File: src/rtl/dft_pkg.sv
// Shared types and helpers for the direct-DFT MAC engine.
// Optional build macro: INVERSE_DFT_EN (adds the 'inverse' port on the top).
package dft_pkg;

    localparam int DATA_W_DEF = 16;
    localparam int TW_W_DEF   = 16;
    localparam int ADDR_W_DEF = 12;

    typedef enum logic [2:0] {
        IDLE,
        ISSUE,
        DRAIN,
        OUT,
        DONE
    } state_t;

    typedef struct packed {
        logic [DATA_W_DEF-1:0] re;
        logic [DATA_W_DEF-1:0] im;
    } complex_t;

    // Arithmetic shift right by sh (sh >= 1) with round half-up, then clamp to a
    // signed dw-bit range. The accumulator is sign-extended to 64 bits first, so
    // this covers any configuration whose accumulator fits in 64 bits.
    function automatic logic signed [63:0] round_sat(
        input  logic signed [63:0] v,
        input  int unsigned        sh,
        input  int unsigned        dw,
        output logic               sat
    );
        logic signed [63:0] r;
        logic signed [63:0] hi;
        logic signed [63:0] lo;
        r   = (v + (64'sd1 <<< (sh - 1))) >>> sh;
        hi  = (64'sd1 <<< (dw - 1)) - 64'sd1;
        lo  = -(64'sd1 <<< (dw - 1));
        sat = 1'b0;
        if (r > hi) begin
            r   = hi;
            sat = 1'b1;
        end else if (r < lo) begin
            r   = lo;
            sat = 1'b1;
        end
        return r;
    endfunction

endpackage

File: src/rtl/dft_cmac.sv
// Complex multiply-accumulate datapath: registered product, wide accumulator,
// and the registered round/saturate conversion of the finished bin.
module dft_cmac
    import dft_pkg::*;
#(
    parameter int DATA_W = DATA_W_DEF,
    parameter int TW_W   = TW_W_DEF,
    parameter int ADDR_W = ADDR_W_DEF,
    parameter int SH_W   = $clog2(ADDR_W + 1)
) (
    input  logic                clk,
    input  logic                rst,
    input  logic [2*DATA_W-1:0] smp_rdata,
    input  logic [2*TW_W-1:0]   tw_rdata,
    input  logic                vld_p1,
    input  logic                conj,
    input  logic                acc_clr,
    input  logic                conv_en,
    input  logic [SH_W-1:0]     shift,
    output logic [2*DATA_W-1:0] res_data,
    output logic                conv_sat
);

    localparam int PROD_W = DATA_W + TW_W + 1;
    localparam int ACC_W  = DATA_W + TW_W + ADDR_W + 1;

    logic signed [DATA_W-1:0] xr, xi;
    logic signed [TW_W-1:0]   wr, wi;
    logic signed [TW_W:0]     wi_eff;
    logic signed [PROD_W-1:0] xr_e, xi_e, wr_e, wi_e;
    logic signed [PROD_W-1:0] pr_c, pi_c;
    logic signed [PROD_W-1:0] pr_p2, pi_p2;
    logic                     vld_p2;
    logic signed [ACC_W-1:0]  acc_re, acc_im;
    logic signed [ACC_W-1:0]  sum_re, sum_im;
    logic signed [DATA_W-1:0] cv_re, cv_im;
    logic                     sat_re, sat_im;
    int unsigned              sh_amt;

    assign xr = smp_rdata[2*DATA_W-1:DATA_W];
    assign xi = smp_rdata[DATA_W-1:0];
    assign wr = tw_rdata[2*TW_W-1:TW_W];
    assign wi = tw_rdata[TW_W-1:0];

    // One extra bit so that negating the most negative twiddle cannot wrap.
    assign wi_eff = conj ? -((TW_W+1)'(wi)) : (TW_W+1)'(wi);

    assign xr_e = PROD_W'(xr);
    assign xi_e = PROD_W'(xi);
    assign wr_e = PROD_W'(wr);
    assign wi_e = PROD_W'(wi_eff);

    assign pr_c = xr_e * wr_e - xi_e * wi_e;
    assign pi_c = xr_e * wi_e + xi_e * wr_e;

    // ---- stage 2: register the complex product of the returned read data
    always_ff @(posedge clk or posedge rst) begin
        if (rst) begin
            vld_p2 <= 1'b0;
            pr_p2  <= '0;
            pi_p2  <= '0;
        end else begin
            vld_p2 <= vld_p1;
            if (vld_p1) begin
                pr_p2 <= pr_c;
                pi_p2 <= pi_c;
            end
        end
    end

    // Running sum including the product in flight, also feeds the conversion.
    always_comb begin
        sum_re = acc_re;
        sum_im = acc_im;
        if (vld_p2) begin
            sum_re = acc_re + ACC_W'(pr_p2);
            sum_im = acc_im + ACC_W'(pi_p2);
        end
    end

    // ---- stage 3: accumulate products, cleared at the start of every bin
    always_ff @(posedge clk or posedge rst) begin
        if (rst) begin
            acc_re <= '0;
            acc_im <= '0;
        end else if (acc_clr) begin
            acc_re <= '0;
            acc_im <= '0;
        end else if (vld_p2) begin
            acc_re <= sum_re;
            acc_im <= sum_im;
        end
    end

    // Drop the Q(TW_W-1) twiddle scaling plus the user shift, round, clamp.
    always_comb begin
        sh_amt   = 32'(TW_W - 1) + 32'(shift);
        cv_re    = DATA_W'(round_sat(64'(sum_re), sh_amt, DATA_W, sat_re));
        cv_im    = DATA_W'(round_sat(64'(sum_im), sh_amt, DATA_W, sat_im));
        conv_sat = sat_re | sat_im;
    end

    // ---- output: capture the converted bin as the FSM enters OUT
    always_ff @(posedge clk or posedge rst) begin
        if (rst) begin
            res_data <= '0;
        end else if (conv_en) begin
            res_data <= {cv_re, cv_im};
        end
    end

endmodule

File: src/rtl/dft_mac_engine.sv
// Direct-DFT engine: walks n for each bin k, fetching samples and twiddles,
// and streams each finished bin out over valid/ready.
// Optional build macro: INVERSE_DFT_EN adds the 'inverse' input (conjugated
// twiddles, unnormalised IDFT).
module dft_mac_engine
    import dft_pkg::*;
#(
    parameter int DATA_W = DATA_W_DEF,
    parameter int TW_W   = TW_W_DEF,
    parameter int ADDR_W = ADDR_W_DEF,
    localparam int SH_W  = $clog2(ADDR_W + 1)
) (
    input  logic                clk,
    input  logic                Reset,
    input  logic                start,
    input  logic [ADDR_W-1:0]   points_m1,
    input  logic [SH_W-1:0]     scale_shift,
`ifdef INVERSE_DFT_EN
    input  logic                inverse,
`endif
    output logic [ADDR_W-1:0]   smp_addr,
    input  logic [2*DATA_W-1:0] smp_rdata,
    output logic [ADDR_W-1:0]   tw_addr,
    input  logic [2*TW_W-1:0]   tw_rdata,
    output logic                res_valid,
    input  logic                res_ready,
    output logic [2*DATA_W-1:0] res_data,
    output logic [ADDR_W-1:0]   res_index,
    output logic                busy,
    output logic                done,
    output logic                sat_flag
);

    state_t            state;
    logic [ADDR_W-1:0] n_cnt, k_cnt, phase, n_last, res_index_r;
    logic [SH_W-1:0]   shift_lat;
    logic              inv_lat;
    logic              drain_cnt;
    logic              vld_p1;
    logic              busy_r, done_r, res_valid_r, sat_r;
    logic              acc_clr, conv_en, conv_sat;
    logic [ADDR_W:0]   n_total, phase_sum;
    logic [ADDR_W-1:0] phase_nxt;

`ifndef INVERSE_DFT_EN
    assign inv_lat = 1'b0;
`endif

    // Phase step p <- (p + k) mod N; p and k are both below N so one
    // conditional subtract suffices.
    assign n_total   = {1'b0, n_last} + (ADDR_W+1)'(1);
    assign phase_sum = {1'b0, phase} + {1'b0, k_cnt};
    assign phase_nxt = (phase_sum >= n_total) ? ADDR_W'(phase_sum - n_total)
                                              : ADDR_W'(phase_sum);

    assign acc_clr = ((state == IDLE) && start) ||
                     ((state == OUT) && res_ready && (k_cnt != n_last));
    assign conv_en = (state == DRAIN) && drain_cnt;

    // ---- stage 1: FSM, n/k counters, phase accumulator and address issue
    always_ff @(posedge clk or posedge Reset) begin
        if (Reset) begin
            state       <= IDLE;
            n_cnt       <= '0;
            k_cnt       <= '0;
            phase       <= '0;
            n_last      <= '0;
            shift_lat   <= '0;
            drain_cnt   <= 1'b0;
            vld_p1      <= 1'b0;
            busy_r      <= 1'b0;
            done_r      <= 1'b0;
            res_valid_r <= 1'b0;
            res_index_r <= '0;
            sat_r       <= 1'b0;
`ifdef INVERSE_DFT_EN
            inv_lat     <= 1'b0;
`endif
        end else begin
            // Read data lands one cycle after each issued address pair.
            vld_p1 <= (state == ISSUE);
            done_r <= 1'b0;
            case (state)
                IDLE: begin
                    if (start) begin
                        n_last    <= points_m1;
                        shift_lat <= scale_shift;
`ifdef INVERSE_DFT_EN
                        inv_lat   <= inverse;
`endif
                        k_cnt     <= '0;
                        n_cnt     <= '0;
                        phase     <= '0;
                        sat_r     <= 1'b0;
                        busy_r    <= 1'b1;
                        state     <= ISSUE;
                    end
                end
                ISSUE: begin
                    if (n_cnt == n_last) begin
                        drain_cnt <= 1'b0;
                        state     <= DRAIN;
                    end else begin
                        n_cnt <= n_cnt + ADDR_W'(1);
                        phase <= phase_nxt;
                    end
                end
                DRAIN: begin
                    drain_cnt <= 1'b1;
                    if (drain_cnt) begin
                        res_valid_r <= 1'b1;
                        res_index_r <= k_cnt;
                        if (conv_sat) begin
                            sat_r <= 1'b1;
                        end
                        state <= OUT;
                    end
                end
                OUT: begin
                    if (res_ready) begin
                        res_valid_r <= 1'b0;
                        if (k_cnt == n_last) begin
                            busy_r <= 1'b0;
                            done_r <= 1'b1;
                            state  <= DONE;
                        end else begin
                            k_cnt <= k_cnt + ADDR_W'(1);
                            n_cnt <= '0;
                            phase <= '0;
                            state <= ISSUE;
                        end
                    end
                end
                DONE: begin
                    state <= IDLE;
                end
                default: begin
                    state <= IDLE;
                end
            endcase
        end
    end

    dft_cmac #(
        .DATA_W (DATA_W),
        .TW_W   (TW_W),
        .ADDR_W (ADDR_W),
        .SH_W   (SH_W)
    ) u_cmac (
        .clk       (clk),
        .rst       (Reset),
        .smp_rdata (smp_rdata),
        .tw_rdata  (tw_rdata),
        .vld_p1    (vld_p1),
        .conj      (inv_lat),
        .acc_clr   (acc_clr),
        .conv_en   (conv_en),
        .shift     (shift_lat),
        .res_data  (res_data),
        .conv_sat  (conv_sat)
    );

    assign smp_addr  = n_cnt;
    assign tw_addr   = phase;
    assign res_valid = res_valid_r;
    assign res_index = res_index_r;
    assign busy      = busy_r;
    assign done      = done_r;
    assign sat_flag  = sat_r;

endmodule

File: config.mk
export PLATFORM = sky130hd
export DESIGN_NAME = dft_mac_engine
export DESIGN_NICKNAME = d
export VERILOG_FILES = /design/src/rtl/dft_pkg.sv /design/src/rtl/dft_cmac.sv /design/src/rtl/dft_mac_engine.sv
export SDC_FILE = /design/constraint.sdc
export NUM_CORES = 2
export LEC_CHECK = 0
export ABC_AREA = 1
export CAP_MARGIN = 20
export CORE_ASPECT_RATIO = 2
export CORE_MARGIN = 1
export CORE_UTILIZATION = 40
export CTS_CLUSTER_SIZE = 30
export DETAILED_ROUTE_END_ITERATION = 7
export HOLD_SLACK_MARGIN = 0.1
export PLACE_DENSITY = 0.51
export SYNTH_ARGS = -nofsm -noshare
export SYNTH_HDL_FRONTEND = slang
export SYNTH_SLANG_ARGS = --single-unit
File: constraint.sdc
create_clock -name clk -period 13.73 [get_ports clk]
set_input_delay 2.746 -clock clk [delete_from_list [all_inputs] [get_ports clk]]
set_output_delay 2.746 -clock clk [all_outputs]
set_load 0.1 [all_outputs]
-- Word level (Yosys, flattened, before mapping)
Index checks and enable logic that the tools add are counted.
- output and inout port bits: 72
- memory bits (read-only): 0
- memories: 0
- memory bits (writable): 0
- word-level logic and storage cells: 127
- input bits: 84
- flip-flop bits (word level): 262
- bits in latches: 0
- multiply operators: 4
- order comparisons: 5
- reductions and logical operators: 21
- add/sub/neg operators: 13
- equality and inequality tests: 14
- mux-type cells: 47
- shift-type cells: 3
- divide/modulo/power cells: 0
- bitwise operators: 1
- operator list (cell ; count):
    45-bit two-way mux ; 6
    45-bit by 64-bit adder with 64-bit output ; 2
    64-bit by 16-bit greater-than comparator with 1-bit output (second input constant) ; 2
    64-bit by 16-bit less-than comparator with 1-bit output (second input constant) ; 2
    16-bit by 16-bit multiplier with 32-bit output ; 4
    64-bit by 5-bit >>> shifter with 64-bit output ; 2
    12-bit two-way mux ; 8
    45-bit by 33-bit adder with 45-bit output ; 2
    12-bit case mux with 3 select lines ; 2
    16-bit two-way mux ; 4
    2-bit by 32-bit <<< shifter with 64-bit output (first input constant) ; 1
    33-bit adder ; 1
    33-bit subtractor ; 1
    32-bit by 1-bit subtractor with 32-bit output (second input constant) ; 1
    12-bit by 1-bit adder with 12-bit output (second input constant) ; 2
    12-bit == test ; 2
    12-bit case mux with 2 select lines ; 1
    1-bit two-way mux ; 16
    4-bit AND reduction ; 4
    3-bit two-way mux ; 5
    12-bit by 1-bit adder with 13-bit output (second input constant) ; 1
    12-bit by 12-bit adder with 13-bit output ; 1
    13-bit >= comparator ; 1
    12-bit != test ; 1
    other kinds (17) ; 36

-- Logic depth before layout (Yosys ltp)
- depth in word-level cells: 12
- mapped depth: 59

-- Hierarchy
Synthesis repeated with hierarchy kept, for this count alone.
- cell total of the unflattened synthesis: 12282
- area total of the unflattened synthesis: 81907.3 sq um
- modules (own cells, without submodules) (module ; cells each ; area each (sq um) ; times used):
    dft_cmac ; 11447 ; 76269.4 ; 1
    dft_mac_engine ; 835 ; 5637.9 ; 1

-- Worst setup path before layout
OpenSTA, ideal clock, no wires.
- kind: input to register
- start point: input port tw_rdata[17]
- end point: register u_cmac.pr_p2[32]
- path buffers: 1
- stages: 35
- setup time: 0.083 ns
- data arrival time: 9.568 ns
- setup slack: 4.080 ns
- cell sequence: clkbuf_1 > nand2_1 > fa_1 > inv_1 > fa_1 > inv_1 > fa_1 > fa_1 > inv_1 > fa_1 > inv_1 > fa_1 > inv_1 > ha_1 > nand2_1 > o21ai_1 > a21boi_0 > o21ai_0 > a21boi_1 > o21ai_0 > a21boi_1 > o21ai_0 > a21boi_1 > o21ai_0 > a21oi_1 > nor2_1 > nor2_1 > xnor2_1 > ha_1 > inv_1 > nor3_1 > nand2_1 > o211ai_1 > nand2_1 > o21ai_0
- word-level cells in the longest chain between the ends: 2
- ends and longest elaborated chain (element ; RTL line ; source):
    from (decl) ; dft_mac_engine.sv:24 ; input logic [2*TW_W-1:0] tw_rdata,
    16-bit by 16-bit multiplier with 32-bit output ; dft_cmac.sv:53 ; assign pr_c = xr_e * wr_e - xi_e * wi_e;
    33-bit subtractor ; dft_cmac.sv:53 ;
    to (signal assigned) ; dft_cmac.sv:65 ; pr_p2 <= pr_c;
    to (decl) ; dft_cmac.sv:32 ; logic signed [PROD_W-1:0] pr_p2, pi_p2;
Every way passes these cells.
A chain may end at the register's enable or synchronous reset.

-- Worst setup path after layout
- start point: input port smp_rdata[25]
- end point: register u_cmac.pr_p2[32]
- word-level cells in the longest chain between the ends: 2
- ends and longest elaborated chain (element ; RTL line ; source):
    from (decl) ; dft_mac_engine.sv:22 ; input logic [2*DATA_W-1:0] smp_rdata,
    16-bit by 16-bit multiplier with 32-bit output ; dft_cmac.sv:53 ;
    33-bit subtractor ; dft_cmac.sv:53 ;
Every way passes these cells.

==> out/results.txt <==
Post-CTS Setup Repair Bufs: 0
Beginning of the worst hold path: drain_cnt
Clock Sinks: 262
DRT Pass-1 Iters: 8
Fin nets: 12790
Top delay family on crit path: adder cells
Hold-fix buffers, CTS: 0
Register bit total from synthesis: 262
Worst Path Arrival: 11.82 ns
Count of different cell masters after synthesis: 66
Vias: 70880
Finished Core Util: 0.4315
Core area: 188100 um2
Final-layout fill cell count: 20340
Placed Cells: 13490
Async SR Flop Fraction: 1.000
Total grt overflow: 0
R2R Path End: u_cmac.res_data[20]
Worst clock skew: 0.06900 ns
Share of cells above drive strength 1: 0.03242
Post-Syn Instances: 11060
# DRC: 5
CTS root buffer: clkbuf_16
Hold/Removal Path Class: reg2reg
Final setup viols: 0
Die Span Y: 617.8 um
CP startpoint kind: input port
DR iter-0 viols: 3799
Final Non-Filler Cells: 13540
Clock Latency Late Sink: 0.71 ns
Mean Syn Cell Area: 6.854 um2
First-pass GRT wire length: 450.2 mm
Largest net degree at the start of global routing: 137
WS Path Type: in2reg
Max clock buf depth: 3
Largest fanout on the critical path: 16
Seq/Total Area, Yosys: 0.08646
Vias per inst: 5.233
Register area: 6565 um2
Worst-path clk slew: 0.08 ns
Post_cts resized: 0
Hpwl dp: 257.0 mm
Cell area after synthesis: 75830 um2
H-tree Lvls: 1
Fin crit period: 11.23 ns
Final Max Tran Viols: 0
Gpl congestion: 1.006
RR Startpoint: shift_lat[0]
Worst setup path startpoint: smp_rdata[25]
Initial core utilization: 0.4032
Final Hold Vio Count: 0
Wire per inst: 22.25 um
Initial antenna violation count: 7
I/O pin count: 156
FF-to-FF setup slack: 3.86 ns
Slew headroom: 0.1636
Ys Warns: 0
Status: finished, violations left
Area delta synth->final: 7.006%
WHS Path Cells: 2
Drt total wl: 301.3 mm
Buffer and inverter count on the worst path: 8
GR Util All Layers: 0.3168
CTS tree: done
CP peak stage delay: 1.14 ns
Max_cap viols: 0
Crit path capture type: register
Top FF cell, synth: dfrtp_1
WHS Endpoint: drain_cnt
Unrepaired setup endpoints after global routing: no
Chip width: 309.9 um
CTS buffer count: 28
Setup_tns: 0 ns
Antenna viol nets, final: 0
Area occupied by multi-input gates: 59700 um2
Worst-Margin Slew: 1.250 ns
Vias in the first global route: 75610
Reg2reg path depth: 37
CP required: 14.32 ns
Max Clk Rate: 89.06 MHz
Final period utilization: 0.8178
# rows: 225
Failing checks: DRC
Die ar.: 191400 um2
Critical-path top delay cell: clkdlybuf4s50_1
Post-synth EDFFs: 0
Port Buffer Count: 155
## kinds of logic after synthesis
logic type	share of synthesized area
and+or+nand+nor	0.2710
buffers and inverters	0.1297
adders and majority gates	0.3832
AOI/OAI and AO/OA	0.09162
xor gates and xnor gates	0.03696
DFF	0.08646
muxes	0.001056
other	0.00004945
## layout make-up
| type | instances | share of cell area |
|---|---|---|
| repair buffers | 278 | 0.03084 |
| diodes | 4 | 0.0001234 |
| flip-flops and latches | 262 | 0.08090 |
| multi-input cells | 8257 | 0.7358 |
| clock inverters | 18 | 0.002683 |
| inverters | 2194 | 0.1018 |
| clock buffers | 34 | 0.009406 |
| well taps | 2497 | 0.03850 |
## cells in the mapped netlist, drive strengths merged, types with 5 or more instances
cell type	number	area, um2
nor2	643	2436
a21o	30	225.2
nor4	16	100.1
nand3b	13	97.59
a211oi	10	75.07
clkbuf	289	1085
o31ai	16	120.1
mux2i	8	80.08
xnor2	110	963.4
dfrtp	262	6556
ha	633	7920
inv	2191	8229
fa	1056	21140
a32o	8	80.08
o21ai	420	2113
nor3	62	325.3
buf	116	506.7
nand4	62	394.1
xor2	210	1839
and2	10	65.06
o21bai	33	247.7
a21oi	565	2880
a21boi	20	157.7
or2	79	496.7
o211ai	11	82.58
nand2	3092	11680
o22ai	5	31.28
nand3	948	4920
a31oi	92	575.6
o21a	29	217.7
## sequential cells by signal (all words and copies together), names as in the netlist, 3 cells and up
register and flops:
tw_addr 12, smp_addr 12, u_cmac.pi_p2 33, u_cmac.acc_re 45, u_cmac.pr_p2 33, res_index 12, u_cmac.acc_im 45, state 3
k_cnt 12, n_last 12, shift_lat 4, u_cmac.res_data 32
## cells in the final DEF, fill, tap and decap left out, types with 119 or more instances in the layout
master           Yosys  routed
nand2_1           3071    3070
inv_1             2179    2175
fa_1              1056    1056
nand3_1            916     916
nor2_1             636     633
ha_1               633     632
a21oi_1            553     553
o21ai_0            366     366
dfrtp_1            262     259
xor2_1             210     209
clkdlybuf4s50_1      0     154
buf_4                0     119
## through the flow
stage | hold WS, ns | cell area (um2) | worst slack (ns)
after floorplan | 0.3519 | 76040 | 3.772
after global placement | 0.4590 | 80130 | 1.799
after detailed placement | 0.4631 | 80130 | 1.820
after CTS | 0.4813 | 81110 | 2.509
after global routing | 0.4872 | 81140 | 1.824
final | 0.4781 | 81150 | 2.501
## worst reg2reg max path: cells and delay by family (launching register included)
family | cells | cell delay (ns)
buffers and inverters | 6 | 1.71
flip-flops | 1 | 0.87
XOR/XNOR | 1 | 0.17
AO/OA/AOI/OAI | 4 | 0.87
adder cells (fa/ha/maj) | 2 | 1.40
AND/OR/NAND/NOR | 24 | 4.72
## how the worst max path moves through the flow
stage | end | cells after the start
2_1_floorplan | busy | 1
3_3_place_gp | u_cmac.pi_p2[31] | 35
3_5_place_dp | u_cmac.pi_p2[31] | 35
4_1_cts | u_cmac.pi_p2[31] | 35
5_1_grt | u_cmac.pr_p2[32] | 36
6_report | u_cmac.pr_p2[32] | 36
## metal layers
| layer | vias to the layer above | wire length (um) | GRT usage |
|---|---|---|---|
| met1 | 34070 | 92730 | 0.2759 |
| met3 | 922 | 9582 | 0.02782 |
| met2 | 1927 | 165300 | 0.6194 |
| met5 | - | 47 | 0 |
| li1 | 33960 | - | - |
| met4 | 6 | 33620 | 0.2947 |
Power is left out: the tool's default activity adds up to more than one toggle a clock period on the data nets, which glitch-free logic cannot reach.
